[src/rtl/pc_ctrl_pkg.sv]
// Shared types and constants for the PC / instruction-fetch controller.
package pc_ctrl_pkg;

  typedef enum logic [1:0] {
    BOOT,
    HOLD,
    FETCH
  } state_t;

  // Ordered so that a numerically larger value outranks a smaller one.
  typedef enum logic [1:0] {
    EV_NONE,
    EV_REDIRECT,
    EV_MRET,
    EV_TRAP
  } ev_prio_t;

  localparam logic [31:0] INSTR_BYTES = 32'd4;
  localparam logic [31:0] ALIGN_MASK  = 32'hFFFF_FFFC;

  typedef struct packed {
    logic        valid;
    logic [31:0] target;
    ev_prio_t    prio;
  } pc_event_t;

endpackage

[src/rtl/pc_target_mux.sv]
// Priority select of the control-flow target: current events versus the
// remembered pending event. Targets are word-aligned on the way out.
module pc_target_mux
  import pc_ctrl_pkg::*;
(
  input  logic        trap_valid,
  input  logic [31:0] trap_vector,
  input  logic        mret_valid,
  input  logic [31:0] mepc,
  input  logic        redirect_valid,
  input  logic [31:0] redirect_pc,
  input  pc_event_t   pending,
  output logic        event_now,
  output pc_event_t   resolved
);

  pc_event_t current;

  // Rank this cycle's events: trap > mret > redirect.
  always_comb begin
    current = '0;
    if (trap_valid) begin
      current = '{valid: 1'b1, target: trap_vector & ALIGN_MASK, prio: EV_TRAP};
    end else if (mret_valid) begin
      current = '{valid: 1'b1, target: mepc & ALIGN_MASK, prio: EV_MRET};
    end else if (redirect_valid) begin
      current = '{valid: 1'b1, target: redirect_pc & ALIGN_MASK, prio: EV_REDIRECT};
    end
  end

  assign event_now = current.valid;

  // Current event wins over pending when its rank is equal or higher; this is
  // also exactly the rule for overwriting the pending register.
  always_comb begin
    resolved = pending;
    if (current.valid && (!pending.valid || current.prio >= pending.prio)) begin
      resolved = current;
    end
  end

endmodule

[src/rtl/pc_fetch_controller.sv]
// PC sequencing and instruction-memory fetch handshake for the pipeline front.
module pc_fetch_controller
  import pc_ctrl_pkg::*;
#(
  parameter int unsigned BOOT_CYCLES = 4
) (
  input  logic        clock,
  input  logic        reset,
  input  logic [31:0] pc_current,
  input  logic        stall,
  input  logic        redirect_valid,
  input  logic [31:0] redirect_pc,
  input  logic        trap_valid,
  input  logic [31:0] trap_vector,
  input  logic        mret_valid,
  input  logic [31:0] mepc,
  input  logic        imem_ack,
  output logic        pc_enable,
  output logic [31:0] pc_next,
  output logic        imem_req,
  output logic        fetch_valid,
  output logic        flush_fetch
);

  localparam logic [31:0] BOOT_LOAD = 32'(BOOT_CYCLES);

  state_t      state, state_next;
  logic [31:0] boot_count, boot_count_next;
  pc_event_t   pending, pending_next, resolved;
  logic        event_now;
  logic [31:0] pc_seq;

  assign pc_seq = pc_current + INSTR_BYTES;

  pc_target_mux u_target_mux (
    .trap_valid     (trap_valid),
    .trap_vector    (trap_vector),
    .mret_valid     (mret_valid),
    .mepc           (mepc),
    .redirect_valid (redirect_valid),
    .redirect_pc    (redirect_pc),
    .pending        (pending),
    .event_now      (event_now),
    .resolved       (resolved)
  );

  // State, boot counter and pending-event registers.
  always_ff @(posedge clock or posedge reset) begin
    if (reset) begin
      state      <= BOOT;
      boot_count <= BOOT_LOAD;
      pending    <= '0;
    end else begin
      state      <= state_next;
      boot_count <= boot_count_next;
      pending    <= pending_next;
    end
  end

  // Next-state and all outputs; outputs are forced idle while reset is high.
  always_comb begin
    state_next      = state;
    boot_count_next = boot_count;
    pending_next    = pending;
    pc_enable       = 1'b0;
    pc_next         = pc_seq;
    imem_req        = 1'b0;
    fetch_valid     = 1'b0;
    flush_fetch     = 1'b0;

    case (state)
      // Pending is always empty outside FETCH, so resolved is the current event.
      BOOT: begin
        if (boot_count != '0) boot_count_next = boot_count - 32'd1;
        // A load of 0 or 1 both give a single BOOT cycle.
        if (boot_count <= 32'd1) state_next = HOLD;
        if (event_now) begin
          pc_enable   = 1'b1;
          pc_next     = resolved.target;
          flush_fetch = 1'b1;
        end
      end
      HOLD: begin
        if (!stall) state_next = FETCH;
        if (event_now) begin
          pc_enable   = 1'b1;
          pc_next     = resolved.target;
          flush_fetch = 1'b1;
        end
      end
      FETCH: begin
        imem_req = 1'b1;
        if (imem_ack) begin
          pending_next = '0;
          state_next   = stall ? HOLD : FETCH;
          pc_enable    = 1'b1;
          if (resolved.valid) begin
            pc_next     = resolved.target;
            flush_fetch = 1'b1;
          end else begin
            fetch_valid = 1'b1;
          end
        end else if (event_now) begin
          flush_fetch  = 1'b1;
          pending_next = resolved;
        end
      end
      default: state_next = BOOT;
    endcase

    if (reset) begin
      pc_enable   = 1'b0;
      imem_req    = 1'b0;
      fetch_valid = 1'b0;
      flush_fetch = 1'b0;
    end
  end

endmodule

[config.mk]
export PLATFORM = sky130hd
export DESIGN_NAME = pc_fetch_controller
export DESIGN_NICKNAME = d
export VERILOG_FILES = /design/src/rtl/pc_ctrl_pkg.sv /design/src/rtl/pc_target_mux.sv /design/src/rtl/pc_fetch_controller.sv
export SDC_FILE = /design/constraint.sdc
export NUM_CORES = 1
export LEC_CHECK = 0
export CORE_ASPECT_RATIO = 1.4
export CORE_MARGIN = 2
export CORE_UTILIZATION = 50
export CTS_CLUSTER_SIZE = 12
export DETAILED_ROUTE_END_ITERATION = 7
export PLACE_DENSITY_LB_ADDON = 0.05
export RECOVER_POWER = 100
export SYNTH_ARGS = -nofsm -noshare
export SYNTH_HDL_FRONTEND = slang
export SYNTH_SLANG_ARGS = --single-unit
[constraint.sdc]
create_clock -name clock -period 4.4 [get_ports clock]
set_input_delay 0.44 -clock clock [delete_from_list [all_inputs] [get_ports clock]]
set_output_delay 0.44 -clock clock [all_outputs]
set_load 0.03 [all_outputs]
## After elaboration in Yosys (flattened, before gate mapping)

Index checks and enable logic that the tools add are counted.

| word-level totals | value |
|---|---|
| bits in registers | 69 |
| bits in latches | 0 |
| RAM bits | 0 |
| ROM bits | 0 |
| input port bits | 135 |
| output and inout bits | 36 |
| word-level logic and storage cells | 55 |
| memories | 0 |

| cells by class | value |
|---|---|
| add/subtract/negate cells | 2 |
| $mul | 0 |
| div/mod/pow operators | 0 |
| $lt $le $gt $ge | 2 |
| equal/unequal tests | 5 |
| shift-type cells | 0 |
| muxes and demuxes | 29 |
| bitwise gates (word level) | 0 |
| reductions and logical operators | 12 |

Operators with widths:

| cell | count |
|---|---|
| 35-bit 2-to-1 mux | 6 |
| 32-bit 2-to-1 mux | 3 |
| 32-bit one-hot mux with 2 select lines | 1 |
| 32-bit by 3-bit adder with 32-bit output (second input constant) | 1 |
| 32-bit by 1-bit <= comparator with 1-bit output (second input constant) | 1 |
| 32-bit nonzero test | 1 |
| 32-bit by 1-bit subtractor with 32-bit output (second input constant) | 1 |
| 1-bit 2-to-1 mux | 12 |
| 2-bit 2-to-1 mux | 4 |
| 2-bit != test (second input constant) | 3 |
| 2-bit one-hot mux with 3 select lines | 1 |
| 3-bit AND reduction | 2 |
| 1-bit one-hot mux with 2 select lines | 2 |
| 2-bit AND reduction | 2 |
| 2-bit nonzero test | 2 |
| 2-bit by 1-bit equality test with 1-bit output (second input constant) | 1 |
| 2-bit equality test (second input constant) | 1 |
| 2-bit >= comparator | 1 |
| 2-bit zero test | 1 |
| 2-bit OR reduction | 1 |
| 1-bit logical AND | 1 |
| 1-bit zero test | 1 |
| 1-bit logical OR | 1 |

## Depth between registers and ports, before layout

| depth | value |
|---|---|
| depth in word-level cells | 11 |
| depth in mapped cells | 11 |
| mapped depth without buffers | 8 |

## Modules after synthesis

A second synthesis with hierarchy kept.

| second synthesis, totals | value |
|---|---|
| cell total of the unflattened synthesis | 554 |
| area total of the unflattened synthesis | 5161.2 um^2 |

By module, submodules not included:

| module | times used | cells an instance | area each (um^2) | sequential area each (um^2) |
|---|---|---|---|---|
| pc_fetch_controller | 1 | 397 | 3878.7 | 1727.9 |
| pc_target_mux | 1 | 157 | 1282.5 | 0.0 |

## Worst setup path before layout

No wires, ideal clock.

| timing | value |
|---|---|
| kind | in2out |
| start point | input mret_valid |
| end point | output pc_next[10] |
| data arrival time | 3047 ps |
| data required time | 3960 ps |
| setup slack | 913 ps |
| cell stages on the path | 11 |
| path buffers | 3 |
| cell sequence | clkbuf_1 > nor2b_1 > clkbuf_1 > nor2_1 > ha_1 > nand2b_1 > a21oi_1 > nor2_1 > buf_2 > mux2i_1 > o21ai_0 |

| between the ends | value |
|---|---|
| word-level cells in the longest chain between the ends | 9 |
| elaborated cells on any way between the ends | 10 |
| classes of those cells | 1 x order compare; 7 x mux; 2 x reduce/logical |

Ends and longest elaborated chain:

| item | line | RTL |
|---|---|---|
| start, declared | pc_fetch_controller.sv:15 | `input logic mret_valid,` |
| 35-bit 2-to-1 mux * | pc_target_mux.sv:24 | `end else if (mret_valid) begin` |
| 35-bit 2-to-1 mux * | pc_target_mux.sv:22 | `if (trap_valid) begin` |
| 2-bit >= comparator | pc_target_mux.sv:37 | `if (current.valid && (!pending.valid \|\| current.prio >= pending.prio)) begin` |
| 1-bit logical OR | pc_target_mux.sv:37 |  |
| 1-bit logical AND | pc_target_mux.sv:37 |  |
| 35-bit 2-to-1 mux | pc_target_mux.sv:37 |  |
| 32-bit 2-to-1 mux | pc_fetch_controller.sv:97 | `if (resolved.valid) begin` |
| 32-bit 2-to-1 mux | pc_fetch_controller.sv:93 | `if (imem_ack) begin` |
| 32-bit one-hot mux with 2 select lines * | pc_fetch_controller.sv:71 | `case (state)` |
| end, declared | pc_fetch_controller.sv:19 | `output logic [31:0] pc_next,` |

Every way passes the cells marked *; elsewhere a longest branch is shown, timed or not. The select of a mux whose other input is x is not followed.

## Final worst setup path

| timing | value |
|---|---|
| start point | input mret_valid |
| end point | output pc_next[15] |

The elaborated chain is that of the path after synthesis.

==> flow_summary.ini <==
[synth]
synth_top_area_share_pct = 34.88
synth-main-ff-cell = dfrtp_1
synth-seq-cells = 69
synthTopCellsByCount = nand2_1, o21ai_0, dfrtp_1
avgSynthCellArea_um2 = 8.397
syn_area_mm2 = 0.004878
async_flop_share_pct = 100.0
ys_seq_area_share_pct = 35.42
ys_warn_count = 0
synth.distinct_cells = 48
synthTopCellsByArea = dfrtp_1, mux2i_1, o21ai_0
yosysMostFrequentCell = nand2_1
syn_inst = 581
yosys.area.top_type = dfrtp_1
syn_nets = 721
synth_edf_count = 0

[sta]
fin_crit_ns = 4.150
finalSetupViolations = 0
fmaxAchievable_mhz = 241.0
slew_headroom_pct = -21.10
tns_ns = 0
fin_worst_skew_ns = 0.003952
rsz0062_at_grt = no
tightest_slew_ns = 1.815
maxSlewViolCount = 47
hold_violations = 0
fin_crit_sh_pct = 94.32

[layout]
diodes = 0
final_cell_area_mm2 = 0.006674
num-fill-cells = 741
drive_above_1_share_pct = 7.650
area.growth.synth_to_final_pct = 36.80
multi_input_area_mm2 = 0.002930
regArea_mm2 = 0.001728
nNetsFinal = 867

[routing]
ant_nets = 0
wl_per_cell_um = 17.44
drc = 0
routed_wl_mm = 14.69
routed_via_density = 5.797
via_count = 4881
drt_pass1_iterations = 4
detail_route.iter0.violations = 264

[critical_path]
crit_arrival_ns = 3.71
worst-path-max-fanout = 33
cp_slowest_cell = nor2_4
path_cells = dlygate4sd3_1, or2_2, ha_1, a21oi_1, nor2_4, mux2i_1, mux2i_1, clkbuf_1
crit_type = input port to output port
worst_path_most_repeated_cell = mux2i_1
required_ns = 3.96
crit_path_max_incr_delay_ns = 0.92
cp-end-kind = output port
startpoint_type = input port
r2r_setup_slack_ns = 1.55

[outcome]
violations = capacitance limit, slew limit
status = finished with violations

[clocking]
post_cts_buffers = 0
cts_tree = built
hold_buffers = 0
htreeDepth = 3
cts_buffers = 9
cts_sinks = 69
clk_path_buf_depth = 2
clk-insertion-delay-late_ns = 0.33
clk_pin_slew_ns = 0.05
root_buffer = clkbuf_16
cts-resized-gates = 0

[die]
fp-row-count = 42
die-area_mm2 = 0.01057
start_util_pct = 51.57
die_y_um = 120.9
die_w_um = 87.48
core_mm2 = 0.009459
io_pins = 171

[global_route]
grt_usage_pct = 28.03
gr-total-overflow = 0
grt_max_degree = 47
grt_pass1_wl_mm = 23.27
first_global_vias = 4887
antenna_found_initial = 0

[power]
peakVddDrop_mv = 0.3665
power_switching_mw = 1.216
sw_frac_of_total_pct = 41.13
p_per_area_mw_per_mm2 = 442.9
pwr-share-clk_pct = 25.5
intPower_mw = 1.740
combPwrFrac_pct = 46.8
power.leakage_nw = 2.994
seqPwrFrac_pct = 27.8

[place]
placed_area_mm2 = 0.006506
gp_congestion = 0.9113
io_buffer_count = 164
hpwl_mm = 11.04

[hold_path]
hold_class = flip-flop to flip-flop

[job]
drv_cap = 1
## registers in the layout, summed over array words and instances (netlist names)
signal,flops
pending,35
boot_count,32
state,2
## cell type report
cell class                      instances  area share [%]
Sequential cell                        69           25.89
Tap cell                              110           2.062
Clock buffer                           11           3.487
Timing Repair Buffer                  170           22.85
Multi-Input combinational cell        465           43.91
Inverter                               12          0.6749
Clock inverter                          5           1.125
## worst max-delay path, delay by kind of cell
kind	cells	cell delay, ns
AO/OA/AOI/OAI	1	0.15
adder cells (fa/ha/maj)	1	0.28
buffers and inverters	2	1.06
multiplexers	2	0.44
AND/OR/NAND/NOR	2	1.31
## per-stage QoR
| stage | total power [mW] | std cells | worst slack [ns] | hold WS (ns) | util, % |
|---|---|---|---|---|---|
| final | 2.956 | 842 | 0.2498 | 0.4669 | 70.56 |
| after global routing | 3.121 | 842 | 0.04267 | 0.4794 | 70.56 |
| after CTS | 3.061 | 842 | 0.3575 | 0.4701 | 72.04 |
| after detailed placement | 2.303 | 826 | 0.3892 | 0.4589 | 68.78 |
| after global placement | 2.275 | 826 | 0.3542 | 0.4542 | 68.78 |
| after floorplan | 1.749 | 581 | 0.9134 | 0.4389 | - |
## worst paths after layout
kind,from,cells past startpoint,to
setup reg to reg,boot_count[11]$_DFFE_PP0P_,5,boot_count[30]$_DFFE_PP0P_
hold reg to reg,boot_count[14]$_DFFE_PP0P_,1,boot_count[14]$_DFFE_PP0P_
max in group asynchronous,reset,3,boot_count[17]$_DFFE_PP0P_
min in group asynchronous,reset,2,pending[2]$_DFFE_PP0P_
setup / recovery,mret_valid,8,pc_next[15]
hold / removal,boot_count[14]$_DFFE_PP0P_,1,boot_count[14]$_DFFE_PP0P_
## cells in the final DEF (no fill, tap or decap), types with 10 or more instances in the layout
cell type	n
clkdlybuf4s50_1	125
nand2_1	97
o21ai_0	75
dfrtp_1	68
mux2i_1	50
xnor2_1	43
a22oi_1	31
clkbuf_2	25
nor2_1	23
nand3_1	19
nor4_1	19
nor3_1	15
xor2_1	14
inv_1	12
nand4_1	10
## cell families after synthesis
| family | after synthesis | share of synthesized area [%] |
|---|---|---|
| simple gates | 224 | 22.80 |
| buf+inv | 47 | 3.796 |
| mux | 50 | 10.26 |
| flops | 69 | 35.42 |
| xor+xnor | 57 | 10.23 |
| compound gates | 129 | 16.21 |
| fa+ha+maj | 5 | 1.282 |
## power by group through the flow
stage / Sequential, mW / Combinational (mW) / Clock [mW]
2_1_floorplan: 0.795 / 0.955 / 0
3_3_place_gp: 0.823 / 1.45 / 0
3_5_place_dp: 0.829 / 1.47 / 0
4_1_cts: 0.818 / 1.48 / 0.763
5_1_grt: 0.838 / 1.49 / 0.792
6_report: 0.820 / 1.38 / 0.753
## per-layer routing
layer	up-vias	GRT usage, %	wire length, um
met5	-	0	0
met4	0	11.63	443
met3	30	4.626	845
met2	164	51.52	7786
met1	2314	31.15	5611
li1	2373	-	-
(Power assumes the default switching activity.)
